## src/rtl/if_fetch_pkg.sv

```systemverilog
// Shared fetch-stage constants: bus widths, bubble encoding, reset vector and FSM encodings.
package if_fetch_pkg;

  localparam int InstAddrBus = 32;
  localparam int InstBus     = 32;

  localparam logic [InstBus-1:0]     ZeroWord         = 32'h0000_0000;
  localparam logic [InstBus-1:0]     NopInst          = ZeroWord;
  localparam logic [InstAddrBus-1:0] RESET_PC_DEFAULT = 32'h0000_0000;

  localparam logic [1:0] IfIdle = 2'd0;
  localparam logic [1:0] IfReq  = 2'd1;
  localparam logic [1:0] IfHold = 2'd2;
  localparam logic [1:0] IfDrop = 2'd3;

  typedef struct packed {
    logic [InstAddrBus-1:0] pc;
    logic [InstBus-1:0]     inst;
  } if_slot_t;

  function automatic if_slot_t make_slot(input logic [InstAddrBus-1:0] pc,
                                         input logic [InstBus-1:0] inst);
    if_slot_t s;
    s.pc   = pc;
    s.inst = inst;
    return s;
  endfunction

endpackage

```

## src/rtl/if_pc_reg.sv

```systemverilog
// Program counter with next-pc selection: reset vector, redirect, +4 advance, or hold.
module if_pc_reg
  import if_fetch_pkg::*;
#(
  parameter logic [InstAddrBus-1:0] RESET_PC = RESET_PC_DEFAULT
) (
  input  logic                   clk,
  input  logic                   i_rst,
  input  logic                   i_redirect,
  input  logic [InstAddrBus-1:0] i_target,
  input  logic                   i_advance,
  output logic [InstAddrBus-1:0] o_pc
);

  logic [InstAddrBus-1:0] r_pc;
  logic [InstAddrBus-1:0] w_pc_next;

  always_comb begin
    w_pc_next = r_pc;
    if (i_redirect) begin
      w_pc_next = i_target;
    end else if (i_advance) begin
      w_pc_next = r_pc + 32'd4;
    end
  end

  always_ff @(posedge clk) begin
    if (i_rst) begin
      r_pc <= RESET_PC;
    end else begin
      r_pc <= w_pc_next;
    end
  end

  assign o_pc = r_pc;

endmodule

```

## src/rtl/if_fetch.sv

```systemverilog
// Instruction-fetch stage: single-outstanding memory reads, one-entry skid for downstream stall,
// and a DROP state that swallows the in-flight response after a redirect.
module if_fetch
  import if_fetch_pkg::*;
#(
  parameter logic [InstAddrBus-1:0] RESET_PC = RESET_PC_DEFAULT
) (
  input  logic                   clk,
  input  logic                   rst,
  input  logic                   stall,
  input  logic                   branch_flag_i,
  input  logic [InstAddrBus-1:0] branch_target_i,
  output logic                   inst_req,
  output logic [InstAddrBus-1:0] inst_addr,
  input  logic                   inst_rvalid,
  input  logic [InstBus-1:0]     inst_rdata,
  output logic [InstAddrBus-1:0] if_pc,
  output logic [InstBus-1:0]     if_inst
);

  logic [1:0]             r_state;
  logic [1:0]             w_state_nxt;
  if_slot_t               r_slot;
  if_slot_t               w_slot_nxt;
  if_slot_t               r_skid;
  if_slot_t               w_skid_nxt;
  logic [InstAddrBus-1:0] w_pc;
  logic [InstAddrBus-1:0] w_target;
  logic                   w_advance;

  assign w_target  = branch_target_i & 32'hFFFF_FFFC;
  assign w_advance = !branch_flag_i && (r_state == IfReq) && inst_rvalid;

  if_pc_reg #(
    .RESET_PC (RESET_PC)
  ) u_pc_reg (
    .clk        (clk),
    .i_rst      (rst),
    .i_redirect (branch_flag_i),
    .i_target   (w_target),
    .i_advance  (w_advance),
    .o_pc       (w_pc)
  );

  // Redirect outranks everything; a pending request without data must still be drained in DROP.
  always_comb begin
    w_state_nxt = r_state;
    w_slot_nxt  = r_slot;
    w_skid_nxt  = r_skid;
    if (branch_flag_i) begin
      w_slot_nxt = make_slot(w_target, NopInst);
      w_skid_nxt = '0;
      case (r_state)
        IfReq:   w_state_nxt = inst_rvalid ? IfReq : IfDrop;
        IfDrop:  w_state_nxt = IfDrop;
        default: w_state_nxt = IfReq;
      endcase
    end else begin
      case (r_state)
        IfIdle: w_state_nxt = IfReq;
        IfReq: begin
          if (inst_rvalid) begin
            if (stall) begin
              w_skid_nxt  = make_slot(w_pc, inst_rdata);
              w_state_nxt = IfHold;
            end else begin
              w_slot_nxt = make_slot(w_pc, inst_rdata);
            end
          end else if (!stall) begin
            w_slot_nxt = make_slot(w_pc, NopInst);
          end
        end
        IfHold: begin
          if (!stall) begin
            w_slot_nxt  = r_skid;
            w_skid_nxt  = '0;
            w_state_nxt = IfReq;
          end
        end
        IfDrop: begin
          if (!stall) begin
            w_slot_nxt = make_slot(w_pc, NopInst);
          end
          if (inst_rvalid) begin
            w_state_nxt = IfReq;
          end
        end
        default: w_state_nxt = IfIdle;
      endcase
    end
  end

  always_ff @(posedge clk) begin
    if (rst) begin
      r_state <= IfIdle;
      r_slot  <= make_slot(ZeroWord, ZeroWord);
      r_skid  <= '0;
    end else begin
      r_state <= w_state_nxt;
      r_slot  <= w_slot_nxt;
      r_skid  <= w_skid_nxt;
    end
  end

  assign inst_req  = (r_state == IfReq) || (r_state == IfDrop);
  assign inst_addr = w_pc;
  assign if_pc     = r_slot.pc;
  assign if_inst   = r_slot.inst;

endmodule

```

## config.mk

```make
export PLATFORM = sky130hd
export DESIGN_NAME = if_fetch
export DESIGN_NICKNAME = d
export VERILOG_FILES = /design/src/rtl/if_fetch_pkg.sv /design/src/rtl/if_pc_reg.sv /design/src/rtl/if_fetch.sv
export SDC_FILE = /design/constraint.sdc
export NUM_CORES = 1
export LEC_CHECK = 0
export ABC_AREA = 1
export BUFFER_PORTS_ARGS = -buffer_cell sky130_fd_sc_hd__buf_2
export CAP_MARGIN = 20
export CORE_MARGIN = 3
export CORE_UTILIZATION = 39
export CTS_CLUSTER_DIAMETER = 40
export DETAILED_ROUTE_END_ITERATION = 6
export PLACE_DENSITY = 0.64
export SLEW_MARGIN = 25
export SYNTH_ARGS = -nofsm -noshare
export SYNTH_HDL_FRONTEND = slang
export SYNTH_SLANG_ARGS = --single-unit
```

## constraint.sdc

```tcl
create_clock -name clk -period 3.3 [get_ports clk]
set_input_delay 0.66 -clock clk [delete_from_list [all_inputs] [get_ports clk]]
set_output_delay 0.66 -clock clk [all_outputs]
set_load 0.005 [all_outputs]
```

# Yosys cells after proc, flatten, opt, wreduce, memory -nomap -nowiden
# Index checks and enable logic that the tools add are counted.
# classes
addsub	1
n_eq_ne	12
muxes	20
n_reduce_logical	14
# ops
cell	count
64-bit 2-to-1 mux	8
64-bit one-hot mux with 3 select lines	1
64-bit one-hot mux with 2 select lines	1
32-bit 2-to-1 mux	2
32-bit by 3-bit adder with 32-bit output (second input constant)	1
3-bit != test (second input constant)	5
2-bit 2-to-1 mux	6
2-bit one-hot mux with 4 select lines	1
4-bit AND reduction	2
2-bit != test (second input constant)	3
3-bit AND reduction	2
2-bit == test (second input constant)	2
4-bit != test (second input constant)	1
2-bit one-hot mux with 2 select lines	1
2-bit nonzero test	2
4-bit nonzero test	1
3-bit nonzero test	1
2-bit by 1-bit == test with 1-bit output (second input constant)	1
1-bit logical AND	2
2-bit logical NOT	1
2-bit OR reduction	1
1-bit logical NOT	1
1-bit logical OR	1
# word_totals
register_bits	162
in_bits	69
out_inout_bits	97
wordCells	55

# Logic depth before layout (Yosys ltp)
# Gate-level depths: netlist (run 1).
# logic_depth
word_depth	5
mapped_depth	11
mapped_depth_nobuf	10

# By module
# A second synthesis (run 1) with hierarchy kept.
# unflattened
cells_unflattened	1273
hier_area_um2	8560.7
# by_module_without_submodules
mod	n_inst	cells_each	area_each_um2	seq_area_each_um2
if_fetch	1	942	6453.7	2602.5
if_pc_reg	1	331	2107.0	640.6

# Worst setup path before layout (run 1)
# No wires, ideal clock.
# synth_timing
path_type	input port to flip-flop
from	input branch_flag_i
to	register r_skid[0] (netlist bit)
setup_time_ns	0.128
arrival_time_ns	1.594
t_required_ns	3.172
slack_ns	1.579
path_stages	6
path_buffers	3
cell_sequence	buf_4 nor2_1 inv_1 clkbuf_1 clkbuf_1 nor2_1
# synth_between
elab_chain_cells	1
# synth_lines
item	line	rtl
from (decl)	if_fetch.sv:11	input logic branch_flag_i,
2-bit OR reduction (no line)	-	
to (signal assigned)	if_fetch.sv:101	r_skid <= w_skid_nxt;
to (decl)	if_fetch.sv:25	if_slot_t r_skid;
# Every way passes these cells.
# A chain may end at the register's enable or synchronous reset.

# Worst setup path in the final report (run 1)
# layout_timing
from	register r_state[1]
to	register r_skid[0] (netlist bit)
# layout_between
elab_chain_cells	3
word_cells_on_any_way	8
cone_classes	eq/ne (5); mux (1); reduce/logical (2)
# layout_lines
item	line	rtl
from (decl)	if_fetch.sv:21	logic [1:0] r_state;
from (signal assigned)	if_fetch.sv:95	r_state <= IfIdle;
from (signal assigned)	if_fetch.sv:99	r_state <= w_state_nxt;
2-bit by 1-bit == test with 1-bit output / 2-bit == test (equally long branches)	if_fetch.sv:59	case (r_state)
2-bit != test (no line) / 2-bit nonzero test (equally long branches)	-	
4-bit AND reduction (no line)	-	
# Parallel ways exist; a longest one is shown, timed or not.

==> results.py, run 1 <==
metrics = {
    "outcome": {
        "outcome": "finished, final reports clean",
    },
    "setup_path": {
        "startpoint_type": "register",
        "cp_max_fo": 62,
        "end_kind": "register",
        "worstSetupPathType": "register to register",
        "worstPathCellList": "inv_2 > nand2_4 > inv_2 > nand2_4 > inv_4 > nand2_4 > buf_4 > o22ai_1 > inv_1 > nor2_1",
        "critical-path-max-stage-delay_ns": 0.64,
        "path_common_cell": "nand2_4",
        "cp.required_ns": 3.62,
        "critPathSlowestCell": "buf_4",
        "worst_ep_arrival_time_ns": 2.56,
    },
    "synth": {
        "syn_avg_cell_area_sq_um": 6.79,
        "yosysWarnings": 0,
        "yosysSeqAreaShare": 0.414,
        "synth-async-reset-ratio": 0,
        "yosys-top-cells-area": "dfxtp_1, nand2_1, inv_1",
        "synth_area_sq_um": 7630,
        "ys_ff_latch": 158,
        "synth_common_cells": "nand2_1, inv_1, dfxtp_1",
        "synth_edf_count": 0,
        "synth_top_cell_by_area": "dfxtp_1",
        "syn_inst": 1125,
        "synth_flop_cell": "dfxtp_1",
        "synth.distinct_cells": 37,
        "post-synth-top-count-cell": "nand2_1",
        "synth_top_area_frac": 0.414,
    },
    "cts": {
        "clk_latency_ns": 0.44,
        "cts_buffers": 17,
        "root_buffer": "clkbuf_16",
        "postCtsSetupBuffers": 0,
        "path_clk_slew_ns": 0.07,
        "max-clock-path-buffers": 2,
        "hold_buffers": 0,
        "clkSinkCount": 158,
        "cts_tree": "yes",
        "ctsResizeCount": 0,
        "htreeDepth": 4,
    },
    "detailed_routing": {
        "wl_per_cell_um": 14.9,
        "drt_iter0_drc": 458,
        "vias": 7695,
        "met1Wirelength_mm": 9.97,
        "drt-pass1-iter-count": 5,
        "top_layer_used": "met4",
        "viasPerCell": 5.05,
        "met3_wirelength_mm": 1.95,
        "drc_errors": 0,
        "postRouteAntennaNets": 0,
        "met2WireLength_mm": 10.3,
        "wirelength_mm": 22.8,
    },
    "power": {
        "p_sw_w": 0.00145,
        "sw_frac_of_total": 0.312,
        "pwr-share-comb": 0.141,
        "p_int_w": 0.00321,
        "clock_power_share": 0.421,
        "peakVddDrop_mv": 0.314,
        "p_leak_nw": 3.71,
        "seqPwrFrac": 0.438,
        "p_per_area_nw_per_um2": 512,
    },
    "grt": {
        "grt_pass1_wl_mm": 37.1,
        "grt_max_degree": 65,
        "antenna_found_initial": 0,
        "overflow": 0,
        "grt_usage": 0.211,
        "grt_pass1_vias": 7309,
    },
    "timing": {
        "finalSetupTns_ns": 0,
        "skew_ns": 0.0131,
        "period_share": 0.677,
        "rsz0062_at_grt": "no",
        "fmax_mhz": 447,
        "finalHoldViolations": 0,
        "setup_ws_ns": 1.07,
        "setup_viol": 0,
        "worstMarginPinSlew_ns": 0.803,
        "slew_violations": 0,
        "holdWs_ns": 0.449,
        "period_minus_slack_ns": 2.23,
        "slew_headroom": 0.465,
    },
    "finish": {
        "design_area_sq_um": 9100,
        "nets": 1322,
        "antenna_cells": 0,
        "drive_gt1_frac": 0.182,
        "largest_reg_flops": 62,
        "num-fill-cells": 1989,
        "areaGrowthSynthToFinish_pct": 19.2,
    },
    "min_path": {
        "worstHoldPathType": "register to register",
    },
    "floorplanning": {
        "rows": 50,
        "initial_core_util": 0.403,
        "coreArea_sq_um": 19000,
        "die_area_sq_um": 21300,
        "die_y_um": 146,
        "chipWidth_um": 146,
        "ios": 166,
    },
    "placed_design": {
        "place_area_sq_um": 8510,
        "gp_congestion": 0.924,
        "pre_cts_ws_ns": 0.708,
        "portBuffers": 161,
        "hpwl_mm": 14.9,
    },
    "flow_run": {
        "drv_cap": 0,
    },
}
area by class of cell:
cell class | count | area (sq um) | share of cell area
clock inverter | 15 | 165 | 0.0182
timing repair buffer | 174 | 928 | 0.102
multi-input combinational | 684 | 3270 | 0.360
sequential | 158 | 3160 | 0.348
clock buffer | 17 | 425 | 0.0468
inverter | 217 | 817 | 0.0898
tap | 260 | 325 | 0.0358
kinds of logic after synthesis:
group                    Yosys count  share of synthesized area
AND/OR/NAND/NOR                  422                      0.223
buffers and inverters            284                      0.158
AO/OA/AOI/OAI                    257                      0.201
flip-flops                       158                      0.414
XOR/XNOR                           2                    0.00230
adder cells (fa/ha/maj)            1                    0.00164
other                              1                   0.000491
layer usage:
layer  vias up  track usage
li1       3866            -
met1      3503        0.270
met2       292        0.344
met3        34       0.0614
met4         0       0.0712
met5         -            0
worst paths after layout:
path                                              start                     end  slack, ns  depth (start not counted)
worst min-delay path              if_pc[0]$_SDFFE_PP0P_   if_pc[0]$_SDFFE_PP0P_       0.45                          2
worst min register to register    if_pc[0]$_SDFFE_PP0P_   if_pc[0]$_SDFFE_PP0P_       0.45                          2
worst max-delay path            r_state[1]$_SDFFE_PP0P_  r_skid[0]$_SDFFE_PP0P_       1.07                         10
worst max register to register  r_state[1]$_SDFFE_PP0P_  r_skid[0]$_SDFFE_PP0P_       1.07                         10
power by group through the flow:
stage	Clock [W]	Sequential (W)	Combinational, W
after detailed placement	0	0.00208	0.000658
after floorplan	0	0.00208	0.000447
after CTS	0.00200	0.00204	0.000659
final	0.00196	0.00204	0.000658
after global placement	0	0.00208	0.000653
after global routing	0.00207	0.00205	0.000733
critical path, delay by kind of cell, from the launching register on:
family                 cells  cell delay (ns)
AO/OA/AOI/OAI              1             0.18
AND/OR/NAND/NOR            4             0.56
buffers and inverters      5             1.00
flip-flops                 1             0.36
per-stage QoR:
| stage | power (W) | util | instances |
|---|---|---|---|
| 6_report | 0.00466 | 0.480 | 1525 |
| 2_1_floorplan | 0.00252 | - | 1126 |
| 4_1_cts | 0.00470 | 0.480 | 1525 |
| 3_5_place_dp | 0.00274 | 0.449 | 1493 |
| 5_1_grt | 0.00486 | 0.480 | 1525 |
| 3_3_place_gp | 0.00274 | 0.449 | 1493 |
placed cells by master (no fill, tap or decap), types with 2 or more instances in the layout:
cell type and instances:
buf_2 161, a21oi_1 56, inv_2 5, conb_1 2, o21ai_0 29, nand4_1 2
inv_8 2, inv_6 7, buf_4 11, xor2_1 2, buf_12 2, nor2_4 2
nor2_1 106, clkbuf_16 17, o211ai_1 4, nand2_1 259, o22ai_1 124, nand2_2 4
inv_1 210, dfxtp_1 158, nand2_4 3, nand3_1 35, a31oi_1 37, nor3_1 3
clkinv_8 4, nor2_2 6
No activity file was read; power rests on OpenSTA's default activity.
==> inputs of run 2 (changes only) <==
--- a/config.mk
+++ b/config.mk
@@ -5,14 +5,14 @@
 export SDC_FILE = /design/constraint.sdc
 export NUM_CORES = 1
 export LEC_CHECK = 0
-export ABC_AREA = 1
+export ABC_AREA = 0
 export BUFFER_PORTS_ARGS = -buffer_cell sky130_fd_sc_hd__buf_2
 export CAP_MARGIN = 20
 export CORE_MARGIN = 3
 export CORE_UTILIZATION = 39
 export CTS_CLUSTER_DIAMETER = 40
 export DETAILED_ROUTE_END_ITERATION = 6
-export PLACE_DENSITY = 0.64
+export PLACE_DENSITY = 0.65
 export SLEW_MARGIN = 25
 export SYNTH_ARGS = -nofsm -noshare
 export SYNTH_HDL_FRONTEND = slang
==> constraint.sdc (replaced) <==
create_clock -name clk -period 2.3 [get_ports clk]
set_input_delay 0.46 -clock clk [delete_from_list [all_inputs] [get_ports clk]]
set_output_delay 0.46 -clock clk [all_outputs]
set_load 0.005 [all_outputs]
==> results.py, run 2 <==
metrics = {
    "outcome": {
        "outcome": "finished, final reports clean",
    },
    "timing": {
        "slew_headroom": 0.406,
        "fmax_mhz": 479,
        "skew_ns": 0.00947,
        "slew_violations": 0,
        "period_minus_slack_ns": 2.09,
        "setup_viol": 0,
        "worstMarginPinSlew_ns": 0.889,
        "rsz0062_at_grt": "no",
        "finalSetupTns_ns": 0,
        "finalHoldViolations": 0,
        "period_share": 0.908,
        "setup_ws_ns": 0.211,
    },
    "power": {
        "peakVddDrop_mv": 0.581,
        "p_per_area_nw_per_um2": 743,
        "p_leak_nw": 3.59,
    },
    "synth": {
        "synth_flop_cell": "dfxtp_1",
        "ys_ff_latch": 158,
        "synth_top_area_frac": 0.435,
        "synth_top_cell_by_area": "dfxtp_1",
        "yosysWarnings": 0,
        "yosys-top-cells-area": "dfxtp_1, a22oi_1, nor2_1",
        "post-synth-top-count-cell": "dfxtp_1",
        "syn_avg_cell_area_sq_um": 8.31,
        "synth-async-reset-ratio": 0,
        "synth_area_sq_um": 7260,
        "syn_inst": 874,
        "synth_edf_count": 0,
        "synth.distinct_cells": 57,
        "synth_common_cells": "dfxtp_1, nor2_1, a22oi_1",
        "yosysSeqAreaShare": 0.435,
    },
    "finish": {
        "drive_gt1_frac": 0.241,
        "final_cell_mix": "buf_2, dfxtp_1, nor2_1",
        "antenna_cells": 0,
        "largest_reg_flops": 62,
        "mostFrequentLayoutCell": "buf_2",
        "nets": 1071,
        "areaGrowthSynthToFinish_pct": 23.7,
        "utilization": 0.495,
    },
    "cts": {
        "postCtsSetupBuffers": 0,
        "ctsResizeCount": 0,
        "root_buffer": "clkbuf_16",
        "cts_buffers": 17,
        "clkSinkCount": 158,
        "htreeDepth": 4,
        "cts_tree": "yes",
        "max-clock-path-buffers": 2,
        "path_clk_slew_ns": 0.07,
        "hold_buffers": 0,
        "clk_latency_ns": 0.42,
    },
    "grt": {
        "overflow": 0,
        "grt_pass1_vias": 6779,
        "grt_usage": 0.222,
        "grt_pass1_wl_mm": 36.4,
        "antenna_found_initial": 1,
        "grt_max_degree": 71,
    },
    "detailed_routing": {
        "wl_per_cell_um": 18.4,
        "vias": 7131,
        "viasPerCell": 5.74,
        "drt-pass1-iter-count": 5,
        "drt_iter0_drc": 445,
        "drc_errors": 0,
        "postRouteAntennaNets": 0,
        "wirelength_mm": 22.9,
    },
    "floorplanning": {
        "die_y_um": 142,
        "rows": 49,
        "chipWidth_um": 142,
        "coreArea_sq_um": 18100,
        "die_area_sq_um": 20300,
        "initial_core_util": 0.400,
        "ios": 166,
    },
    "placed_design": {
        "pre_cts_ws_ns": 0.175,
        "hpwl_mm": 14.7,
        "portBuffers": 161,
        "gp_congestion": 0.801,
    },
    "setup_path": {
        "end_kind": "register",
        "cp-startpoint": "u_pc_reg.o_pc[7]$_SDFFE_PP0P_",
        "worstSetupPathType": "register to register",
        "startpoint_type": "register",
        "cp_max_fo": 9,
        "r2r_start": "u_pc_reg.o_pc[7]$_SDFFE_PP0P_",
        "cp.required_ns": 2.62,
        "worst_ep_arrival_time_ns": 2.41,
    },
    "flow_run": {
        "drv_cap": 0,
    },
    "min_path": {
        "min_from": "inst_rdata[5]",
        "worstHoldPathType": "input port to register",
    },
}
==> run 2: changes by cell type in the layout (fill, tap and decap cells not counted), moves of 16 or more <==
cell,change
nand2_1,-217
inv_1,-174
o22ai_1,-124
a22oi_1,+95
a21oi_1,-48
a211oi_1,+36
a22o_1,+32
and2_1,+30
buf_4,+16
nor2_1,+16
==> run 2: metrics by stage <==
stage	power (W)	cell area [sq um]	hold WS, ns	cells
floorplan	0.00340	7270	0.457	875
global placement	0.00374	8360	0.464	1211
detailed placement	0.00375	8360	0.466	1211
CTS	0.00673	8980	0.277	1243
global route	0.00694	8980	0.296	1243
finish	0.00667	8980	0.295	1243
==> run 2: area by class of cell <==
cell class | instances | area, sq um
well taps | 229 | 287
fillers | 1738 | 9160
repair buffers | 194 | 1130
multi-input cells | 593 | 3650
inverters | 37 | 139
clock buffers | 18 | 439
flip-flops and latches | 158 | 3160
clock inverters | 14 | 183
==> run 2: layer usage <==
metal / track usage / wire [um]
met1: 0.278 / 9850
met2: 0.366 / 10800
met3: 0.0790 / 1950
met4: 0.0580 / 333
met5: 0 / 7
==> run 2: worst paths after layout <==
check / end / slack [ns] / cells after the start
worst max-delay path: u_pc_reg.o_pc[25]$_SDFFE_PP0P_ / 0.21 / 4
worst min-delay path: r_skid[5]$_SDFFE_PP0P_ / 0.30 / 3
worst max register to register: u_pc_reg.o_pc[25]$_SDFFE_PP0P_ / 0.21 / 4
worst min register to register: if_pc[1]$_SDFFE_PP0P_ / 0.48 / 1
==> run 2: critical path, cell delays in order (launching register included) <==
cell,delay (ns)
dfxtp_1,0.42
and4_2,0.40
nand4_1,0.30
or4_1,0.57
a311oi_1,0.29
==> run 2: logic make-up after synthesis <==
logic type | share of synthesized area
fa+ha+maj | 0.00310
other cells | 0.000516
mux | 0.00138
compound gates | 0.276
flops | 0.435
buf+inv | 0.0686
simple gates | 0.206
xor+xnor | 0.00965
==> run 2: where the power goes <==
| group | leakage, nW | internal, W | switching [W] | total, W |
|---|---|---|---|---|
| sequential | 1.29 | 0.00283 | 0.0000915 | 0.00292 |
| combinational | 2.00 | 0.000302 | 0.000464 | 0.000766 |
| clock | 0.299 | 0.00176 | 0.00123 | 0.00299 |
| total | 3.59 | 0.00489 | 0.00178 | 0.00667 |
